### config.mk
export PLATFORM = sky130hd
export DESIGN_NAME = ram_arbiter_flat
export DESIGN_NICKNAME = d
export VERILOG_FILES = /design/src/rtl/ram_arbiter_if.sv /design/src/rtl/ram_arbiter.sv /design/src/flat_wrapper.sv
export SDC_FILE = /design/constraint.sdc
export NUM_CORES = 1
export LEC_CHECK = 0
export CORE_UTILIZATION = 30
export CTS_BUF_LIST = sky130_fd_sc_hd__clkbuf_8 sky130_fd_sc_hd__clkbuf_16
export DETAILED_ROUTE_END_ITERATION = 10
export PLACE_DENSITY = 0.85
export SLEW_MARGIN = 20
export SYNTH_ARGS = -nofsm -noshare
export SYNTH_HDL_FRONTEND = slang
export SYNTH_SLANG_ARGS = --single-unit
### constraint.sdc
create_clock -name clk -period 7 [get_ports clk]
set_clock_uncertainty 0.05 [all_clocks]
set_input_delay 0.7 -clock clk [delete_from_list [all_inputs] [get_ports clk]]
set_output_delay 0.7 -clock clk [all_outputs]
set_load 0.03 [all_outputs]
### src/rtl/ram_arbiter_if.sv
// rtl/ram_arbiter_if.sv - requester and RAM-side bus bundle for ram_arbiter
interface ram_arbiter_if #(
  parameter int addr_size = 16,
  parameter int data_size = 16
);
  logic [1:0]           req_i;
  logic [1:0]           we_i;
  logic [1:0]           lock_i;
  logic [addr_size-1:0] addr0_i;
  logic [addr_size-1:0] addr1_i;
  logic [data_size-1:0] wdata0_i;
  logic [data_size-1:0] wdata1_i;
  logic [1:0]           gnt_o;
  logic [1:0]           rvalid_o;
  logic [data_size-1:0] rdata_o;
  logic                 ram_wenable;
  logic [addr_size-1:0] ram_waddr;
  logic [data_size-1:0] ram_wdata;
  logic [addr_size-1:0] ram_raddr;
  logic [data_size-1:0] ram_rdata;

  modport slave (
    input  req_i, we_i, lock_i, addr0_i, addr1_i, wdata0_i, wdata1_i, ram_rdata,
    output gnt_o, rvalid_o, rdata_o, ram_wenable, ram_waddr, ram_wdata, ram_raddr
  );

  modport master (
    output req_i, we_i, lock_i, addr0_i, addr1_i, wdata0_i, wdata1_i, ram_rdata,
    input  gnt_o, rvalid_o, rdata_o, ram_wenable, ram_waddr, ram_wdata, ram_raddr
  );
endinterface

### src/rtl/ram_arbiter.sv
// rtl/ram_arbiter.sv - round-robin arbiter sharing one RAM between two requesters
// Grants one access per cycle, supports a one-owner lock for read-modify-write.
module ram_arbiter #(
  parameter int addr_size = 16,
  parameter int data_size = 16
) (
  input  logic         clk,
  input  logic         rstn,
  ram_arbiter_if.slave bus
);

  typedef enum logic [1:0] {
    S_FREE  = 2'd0,
    S_LOCK0 = 2'd1,
    S_LOCK1 = 2'd2
  } lock_state_t;

  lock_state_t          lock_state;
  logic                 prio;
  logic [1:0]           gnt;
  logic                 granted;
  logic                 gidx;
  logic                 gwe;
  logic                 glock;
  logic [addr_size-1:0] gaddr;
  logic [data_size-1:0] gwdata;
  logic [1:0]           rvalid;
  logic [data_size-1:0] rdata;

  // Grant is gated by rstn so nothing reaches the RAM while in reset.
  always_comb begin
    gnt = 2'b00;
    if (rstn) begin
      case (lock_state)
        S_LOCK0: gnt = {1'b0, bus.req_i[0]};
        S_LOCK1: gnt = {bus.req_i[1], 1'b0};
        default: begin
          case (bus.req_i)
            2'b01:   gnt = 2'b01;
            2'b10:   gnt = 2'b10;
            2'b11:   gnt = prio ? 2'b10 : 2'b01;
            default: gnt = 2'b00;
          endcase
        end
      endcase
    end
  end

  assign granted = |gnt;
  assign gidx    = gnt[1];
  assign gwe     = bus.we_i[gidx];
  assign glock   = bus.lock_i[gidx];
  assign gaddr   = gidx ? bus.addr1_i  : bus.addr0_i;
  assign gwdata  = gidx ? bus.wdata1_i : bus.wdata0_i;

  assign bus.gnt_o       = gnt;
  assign bus.ram_wenable = granted & gwe;
  assign bus.ram_waddr   = gaddr;
  assign bus.ram_raddr   = gaddr;
  assign bus.ram_wdata   = gwdata;
  assign bus.rvalid_o    = rvalid;
  assign bus.rdata_o     = rdata;

  always_ff @(posedge clk or negedge rstn) begin
    if (!rstn) begin
      lock_state <= S_FREE;
      prio       <= 1'b0;
      rvalid     <= 2'b00;
      rdata      <= '0;
    end else begin
      rvalid <= 2'b00;
      if (granted && !gwe) begin
        rvalid <= gnt;
        rdata  <= bus.ram_rdata;
      end

      if (granted) begin
        if (lock_state == S_FREE) begin
          prio <= ~gidx;
        end
        if (glock) begin
          lock_state <= gidx ? S_LOCK1 : S_LOCK0;
        end else begin
          lock_state <= S_FREE;
        end
      end else if (lock_state != S_FREE) begin
        // A locked cycle without a grant means the owner dropped its request.
        lock_state <= S_FREE;
      end
    end
  end

endmodule

### src/flat_wrapper.sv
// flat-port wrapper written by rule: the top's interface ports become plain ports
module ram_arbiter_flat 
#(
  parameter int addr_size = 16,
  parameter int data_size = 16
)
  (clk, rstn, bus_req_i, bus_we_i, bus_lock_i, bus_addr0_i, bus_addr1_i, bus_wdata0_i, bus_wdata1_i, bus_ram_rdata, bus_gnt_o, bus_rvalid_o, bus_rdata_o, bus_ram_wenable, bus_ram_waddr, bus_ram_wdata, bus_ram_raddr);
  ram_arbiter_if #(.addr_size(addr_size), .data_size(data_size)) bus_i ();
  input  logic clk;
  input  logic rstn;
  input wire logic [$bits(bus_i.req_i)-1:0] bus_req_i;
  input wire logic [$bits(bus_i.we_i)-1:0] bus_we_i;
  input wire logic [$bits(bus_i.lock_i)-1:0] bus_lock_i;
  input wire logic [$bits(bus_i.addr0_i)-1:0] bus_addr0_i;
  input wire logic [$bits(bus_i.addr1_i)-1:0] bus_addr1_i;
  input wire logic [$bits(bus_i.wdata0_i)-1:0] bus_wdata0_i;
  input wire logic [$bits(bus_i.wdata1_i)-1:0] bus_wdata1_i;
  input wire logic [$bits(bus_i.ram_rdata)-1:0] bus_ram_rdata;
  output wire logic [$bits(bus_i.gnt_o)-1:0] bus_gnt_o;
  output wire logic [$bits(bus_i.rvalid_o)-1:0] bus_rvalid_o;
  output wire logic [$bits(bus_i.rdata_o)-1:0] bus_rdata_o;
  output wire logic [$bits(bus_i.ram_wenable)-1:0] bus_ram_wenable;
  output wire logic [$bits(bus_i.ram_waddr)-1:0] bus_ram_waddr;
  output wire logic [$bits(bus_i.ram_wdata)-1:0] bus_ram_wdata;
  output wire logic [$bits(bus_i.ram_raddr)-1:0] bus_ram_raddr;
  assign bus_i.req_i = bus_req_i;
  assign bus_i.we_i = bus_we_i;
  assign bus_i.lock_i = bus_lock_i;
  assign bus_i.addr0_i = bus_addr0_i;
  assign bus_i.addr1_i = bus_addr1_i;
  assign bus_i.wdata0_i = bus_wdata0_i;
  assign bus_i.wdata1_i = bus_wdata1_i;
  assign bus_i.ram_rdata = bus_ram_rdata;
  assign bus_gnt_o = bus_i.gnt_o;
  assign bus_rvalid_o = bus_i.rvalid_o;
  assign bus_rdata_o = bus_i.rdata_o;
  assign bus_ram_wenable = bus_i.ram_wenable;
  assign bus_ram_waddr = bus_i.ram_waddr;
  assign bus_ram_wdata = bus_i.ram_wdata;
  assign bus_ram_raddr = bus_i.ram_raddr;
  ram_arbiter #(.addr_size(addr_size), .data_size(data_size)) u_core (.clk(clk), .rstn(rstn), .bus(bus_i));
endmodule
==> results.cfg, run 1 <==
[routing]
viasPerCell = 4.54
avgRoutedWirePerCell_microns = 14.7
drt_iter0_drc = 42
dr.pass1.iters = 7
routed_wl_mm = 4.58
num_vias = 1411
route.detailed.drc = 13
final_antenna_net_count = 0

[synthesis]
ys_seq_area_frac = 0.373
synth_mux_area_frac = 0.394
syn_inst = 119
ys_ff_latch = 21
syn_area_sq_um = 1410
synth_compound_area_frac = 0.0329
syn_area_per_cell_sq_um = 11.8
synthAdderAreaFrac = 0.0267
synth_top_family_by_area = multiplexers
synthesis.nets = 210
synth_cell_types = 21
ys.warnings.count = 0
synth_simple_gate_area_frac = 0.0622
synth_xor_area_frac = 0

[outcome]
failed_checks = design-rule violations
status = complete, but fails checks

[worst_setup_path]
cp_max_fo = 41
cp_slowest_cell = clkdlybuf4s50_1
crit_type = input port to output pin
end_kind = output pin
crit_chain = buf_2, nand2_1, a211oi_4, buf_4, mux2_2, clkdlybuf4s50_1
cp.arrival_ns = 2.97
slowest_delay_ns = 0.61
startpoint_type = input port
required_ns = 6.25

[pwr]
power_density_nw_per_um2 = 352
ir_drop_v = 0.000155
power.total_w = 0.00103
p_leak_nw = 1.15

[timing]
whs_ns = 0.345
timing.final.ws_setup_ns = 3.28
setup_viol = 0
slew_violations = 0
max_freq_mhz = 269
tightest_slew_ns = 0.970
period_needed_ns = 3.72
setup-tns-final_ns = 0
period_share = 0.532
max_slew_margin = 0.341
rsz0062_at_grt = false
hold_viol_final = 0

[cells_and_area]
antenna_cells = 0
layout-drive-gt1-share = 0.216
syn_to_final_growth_pct = 109
fin_area_sq_um = 2940
final_cell_mix = clkdlybuf4s50_1 (155), mux2_2 (48), dfrtp_1 (21)
layout_commonest_cell = clkdlybuf4s50_1
nets = 351

[clock_network]
h-tree-depth = 1
post_cts_buffers = 0
cts_tree = yes
hold_buffers = 0
cts.sinks = 21
clockBufferDepth = 2
clk_latency_ns = 0.26
post_cts_resized = 0
cts_made_buffers = 3
root_buffer = clkbuf_8
clkTransAtPathRegs_ns = 0.07

[grt]
overflow = 0
grt_pass1_vias = 1515
antenna_found_initial = 0
grt_util_all_layers = 0.186
grt_max_degree = 42
grt_pass1_wl_mm = 7.29

[place]
hpwl_mm = 3.84
pre_cts_ws_ns = 2.40
io_buffers = 156
place_congestion = 0.745
place_area_sq_um = 2900

[die]
die_y_microns = 70.5
die_w_microns = 70.5
rows = 24
ios = 157
coreArea_sq_um = 4440
fp.dieArea_sq_um = 4970
start_util = 0.317

[min_path]
hp-class = input port to asynchronous set/reset pin

[flow_run]
max-cap-violations = 0
## cell usage after synthesis (all sizes together)
library cell,number,area (sq um)
a211oi,1,20.0
a21oi,2,10.0
a31oi,1,6.26
and2,1,6.26
and3,1,6.26
buf,19,138
clkbuf,2,7.51
dfrtp,21,526
ha,3,37.5
inv,3,11.3
mux2,48,541
mux2i,1,13.8
nand2,4,15.0
nand2b,2,12.5
nand3,3,15.0
nand3b,1,7.51
nand4b,1,8.76
nor2,1,3.75
nor2b,2,12.5
o21ai,2,10.0
## sequential cells by signal, indices dropped and copies added, names as in the netlist
| name | cells |
|---|---|
| u_core.bus.rdata_o | 16 |
| u_core.bus.rvalid_o | 2 |
| u_core.lock_state | 2 |
| u_core.prio | 1 |
## path summary, 6_finish.rpt
check	start	end	slack, ns	cells after the start
min reg2reg	u_core.bus.rdata_o[4]$_DFFE_PN0P_	u_core.bus.rdata_o[4]$_DFFE_PN0P_	0.46	1
min	rstn	u_core.lock_state[0]$_DFFE_PN0P_	0.34	1
max in group asynchronous	rstn	u_core.bus.rdata_o[1]$_DFFE_PN0P_	6.23	1
max	rstn	bus_ram_raddr[10]	3.28	6
min in group clk	u_core.bus.rdata_o[4]$_DFFE_PN0P_	u_core.bus.rdata_o[4]$_DFFE_PN0P_	0.46	1
max reg2reg	u_core.lock_state[0]$_DFFE_PN0P_	u_core.bus.rdata_o[9]$_DFFE_PN0P_	3.95	7
## where the power goes
| part | internal, W | leakage (nW) | switching (W) |
|---|---|---|---|
| logic | 0.000353 | 0.871 | 0.000394 |
| registers | 0.000180 | 0.254 | 0.0000296 |
| clock network | 0.0000396 | 0.0255 | 0.0000367 |
| total | 0.000573 | 1.15 | 0.000460 |
## layer usage
layer  track usage  vias up  part of all wire
met5             0        -                 0
met4        0.0590        0             0.019
met1         0.207      633              0.37
met3        0.0693        8              0.11
met2         0.329       89              0.50
li1              -      681                 -
## cell families after synthesis
family	count (synthesis)
AOI/OAI and AO/OA	6
DFF	21
adders and majority gates	3
buffers and inverters	24
and+or+nand+nor	16
muxes	49
## through the flow
stage / util / cells
floorplan: - / 119
global placement: 0.652 / 307
detailed placement: 0.652 / 307
CTS: 0.662 / 311
global route: 0.661 / 311
finish: 0.661 / 311
## worst max-delay path, delay by kind of cell
kind	cells	cell delay [ns]
AO/OA/AOI/OAI	1	0.22
multiplexers	1	0.41
AND/OR/NAND/NOR	1	0.17
buffers and inverters	3	1.45
## final cells by class
class	count	area, sq um
clock buffers	3	41.3
repair buffers	157	1560
flip-flops and latches	21	526
fillers	378	1510
inverters	3	11.3
well taps	52	65.1
clock inverters	1	5.00
multi-input cells	74	726
No activity file was read; power rests on OpenSTA's default activity.
==> run 2, diff against run 1 <==
Settings changed: CORE_UTILIZATION 30 to 28, PLACE_DENSITY 0.85 to 0.8.
Clock period 7 ns to 3.8 ns, I/O delays scaled along.
==> results.cfg, run 2 (synthesis results as in run 1) <==
[outcome]
status = finished, final reports clean

[clock_network]
clkTransAtPathRegs_ns = 0.08
hold_buffers = 0
cts_tree = yes
cts_made_buffers = 3
post_cts_resized = 0
post_cts_buffers = 0
root_buffer = clkbuf_8
clockBufferDepth = 2
h-tree-depth = 1
cts.sinks = 21
clk_latency_ns = 0.26

[routing]
routed_wl_mm = 4.54
avgRoutedWirePerCell_microns = 13.9
dr.pass1.iters = 4
route.detailed.drc = 0
final_antenna_net_count = 0
num_vias = 1433
drt_iter0_drc = 66
viasPerCell = 4.37

[cells_and_area]
layout_commonest_cell = clkdlybuf4s50_1
multiInputGateArea_sq_um = 726
final_cell_mix = clkdlybuf4s50_1 (154), mux2_2 (48), dfrtp_1 (21)
largest_reg_flops = 16
nets = 353
syn_to_final_growth_pct = 111
postLayoutCoreUtil = 0.621
regArea_sq_um = 526
antenna_cells = 0
layout-drive-gt1-share = 0.226
num-fill-cells = 409

[place]
place_congestion = 0.741
hpwl_mm = 3.76
io_buffers = 156

[die]
ios = 157
rows = 25
die_y_microns = 72.9
start_util = 0.294
fp.dieArea_sq_um = 5310
coreArea_sq_um = 4790
die_w_microns = 72.9

[timing]
period_share = 0.854
slew_violations = 0
max_slew_margin = 0.677
hold_viol_final = 0
period_needed_ns = 3.24
setup-tns-final_ns = 0
setup_viol = 0
rsz0062_at_grt = false
tightest_slew_ns = 0.484
max_freq_mhz = 308

[min_path]
hp-class = input port to asynchronous set/reset pin

[worst_setup_path]
cp_max_fo = 41
startpoint_type = register
end_kind = output pin
crit_type = register to output pin
required_ns = 3.37
cp.arrival_ns = 2.81

[flow_run]
max-cap-violations = 0

[grt]
antenna_found_initial = 0
grt_pass1_vias = 1429
overflow = 0
grt_pass1_wl_mm = 6.50
grt_util_all_layers = 0.157
grt_max_degree = 42

[pwr]
switchingPower_w = 0.000851
pwr-share-clk = 0.077
power_frac_comb = 0.722
p_int_w = 0.00106
swShare = 0.446
p_leak_nw = 1.16
seq_power_share = 0.201
power_density_nw_per_um2 = 642
ir_drop_v = 0.000264
[run 2: cell count changes in the layout (fill, tap and decap cells not counted), sizes merged]
cell	before	now
clkdlybuf4s50	155	154
buf	2	5
[run 2: final cells by class]
| class | instances | share of cell area |
|---|---|---|
| Clock buffer | 3 | 0.0139 |
| Timing Repair Buffer | 159 | 0.531 |
| Sequential cell | 21 | 0.177 |
| Clock inverter | 1 | 0.00168 |
| Multi-Input combinational cell | 74 | 0.244 |
| Tap cell | 67 | 0.0282 |
| Inverter | 3 | 0.00379 |
[run 2: path summary, 6_finish.rpt]
kind,from,endpoint,slack [ns],cells after the start
max in group asynchronous,rstn,u_core.bus.rdata_o[8]$_DFFE_PN0P_,3.04,2
hold reg to reg,u_core.bus.rdata_o[3]$_DFFE_PN0P_,u_core.bus.rdata_o[3]$_DFFE_PN0P_,0.46,1
setup / recovery,u_core.lock_state[1]$_DFFE_PN0P_,bus_ram_waddr[0],0.56,7
setup reg to reg,u_core.lock_state[1]$_DFFE_PN0P_,u_core.bus.rdata_o[4]$_DFFE_PN0P_,1.04,8
hold / removal,rstn,u_core.bus.rdata_o[6]$_DFFE_PN0P_,0.44,2
min in group clk,u_core.bus.rdata_o[3]$_DFFE_PN0P_,u_core.bus.rdata_o[3]$_DFFE_PN0P_,0.46,1
[run 2: critical path, cell delays in order (launching register included)]
cell             delay, ns
dfrtp_1               0.38
inv_1                 0.08
ha_1                  0.31
nor2b_1               0.17
a211oi_4              0.14
buf_4                 0.45
mux2_2                0.41
clkdlybuf4s50_1       0.60
[run 2: routing by layer]
| metal | share of wire | track usage | wire, microns |
|---|---|---|---|
| met3 | 0.090 | 0.0345 | 410 |
| met2 | 0.50 | 0.288 | 2290 |
| met5 | 0 | 0 | 0 |
| met1 | 0.40 | 0.191 | 1830 |
| met4 | 0.0031 | 0.0261 | 14 |
[run 2: power groups by stage]
stage	sequential (W)	clock [W]	combinational, W
after detailed placement	0.000391	0	0.00138
after global routing	0.000396	0.000160	0.00145
after floorplan	0.000571	0	0.000687
after CTS	0.000385	0.000149	0.00139
after global placement	0.000384	0	0.00138
final	0.000384	0.000147	0.00138
[run 2: through the flow]
stage / instance area, sq um / power (W) / std cells / setup WS (ns) / hold slack (ns)
final: 2970 / 0.00191 / 328 / 0.556 / 0.444
after global routing: 2970 / 0.00200 / 328 / 0.414 / 0.466
after CTS: 2970 / 0.00192 / 328 / 0.536 / 0.448
after detailed placement: 2930 / 0.00177 / 324 / 0.746 / 0.445
after global placement: 2930 / 0.00176 / 324 / 0.743 / 0.437
after floorplan: 1410 / 0.00126 / 119 / 1.07 / 0.0344
==> run 3, diff against run 2 <==
Settings changed: SKIP_CTS_REPAIR_TIMING set to 1.
==> results of run 3 <==
Same layout as run 2: the final DEF is identical, and so are final timing and power.
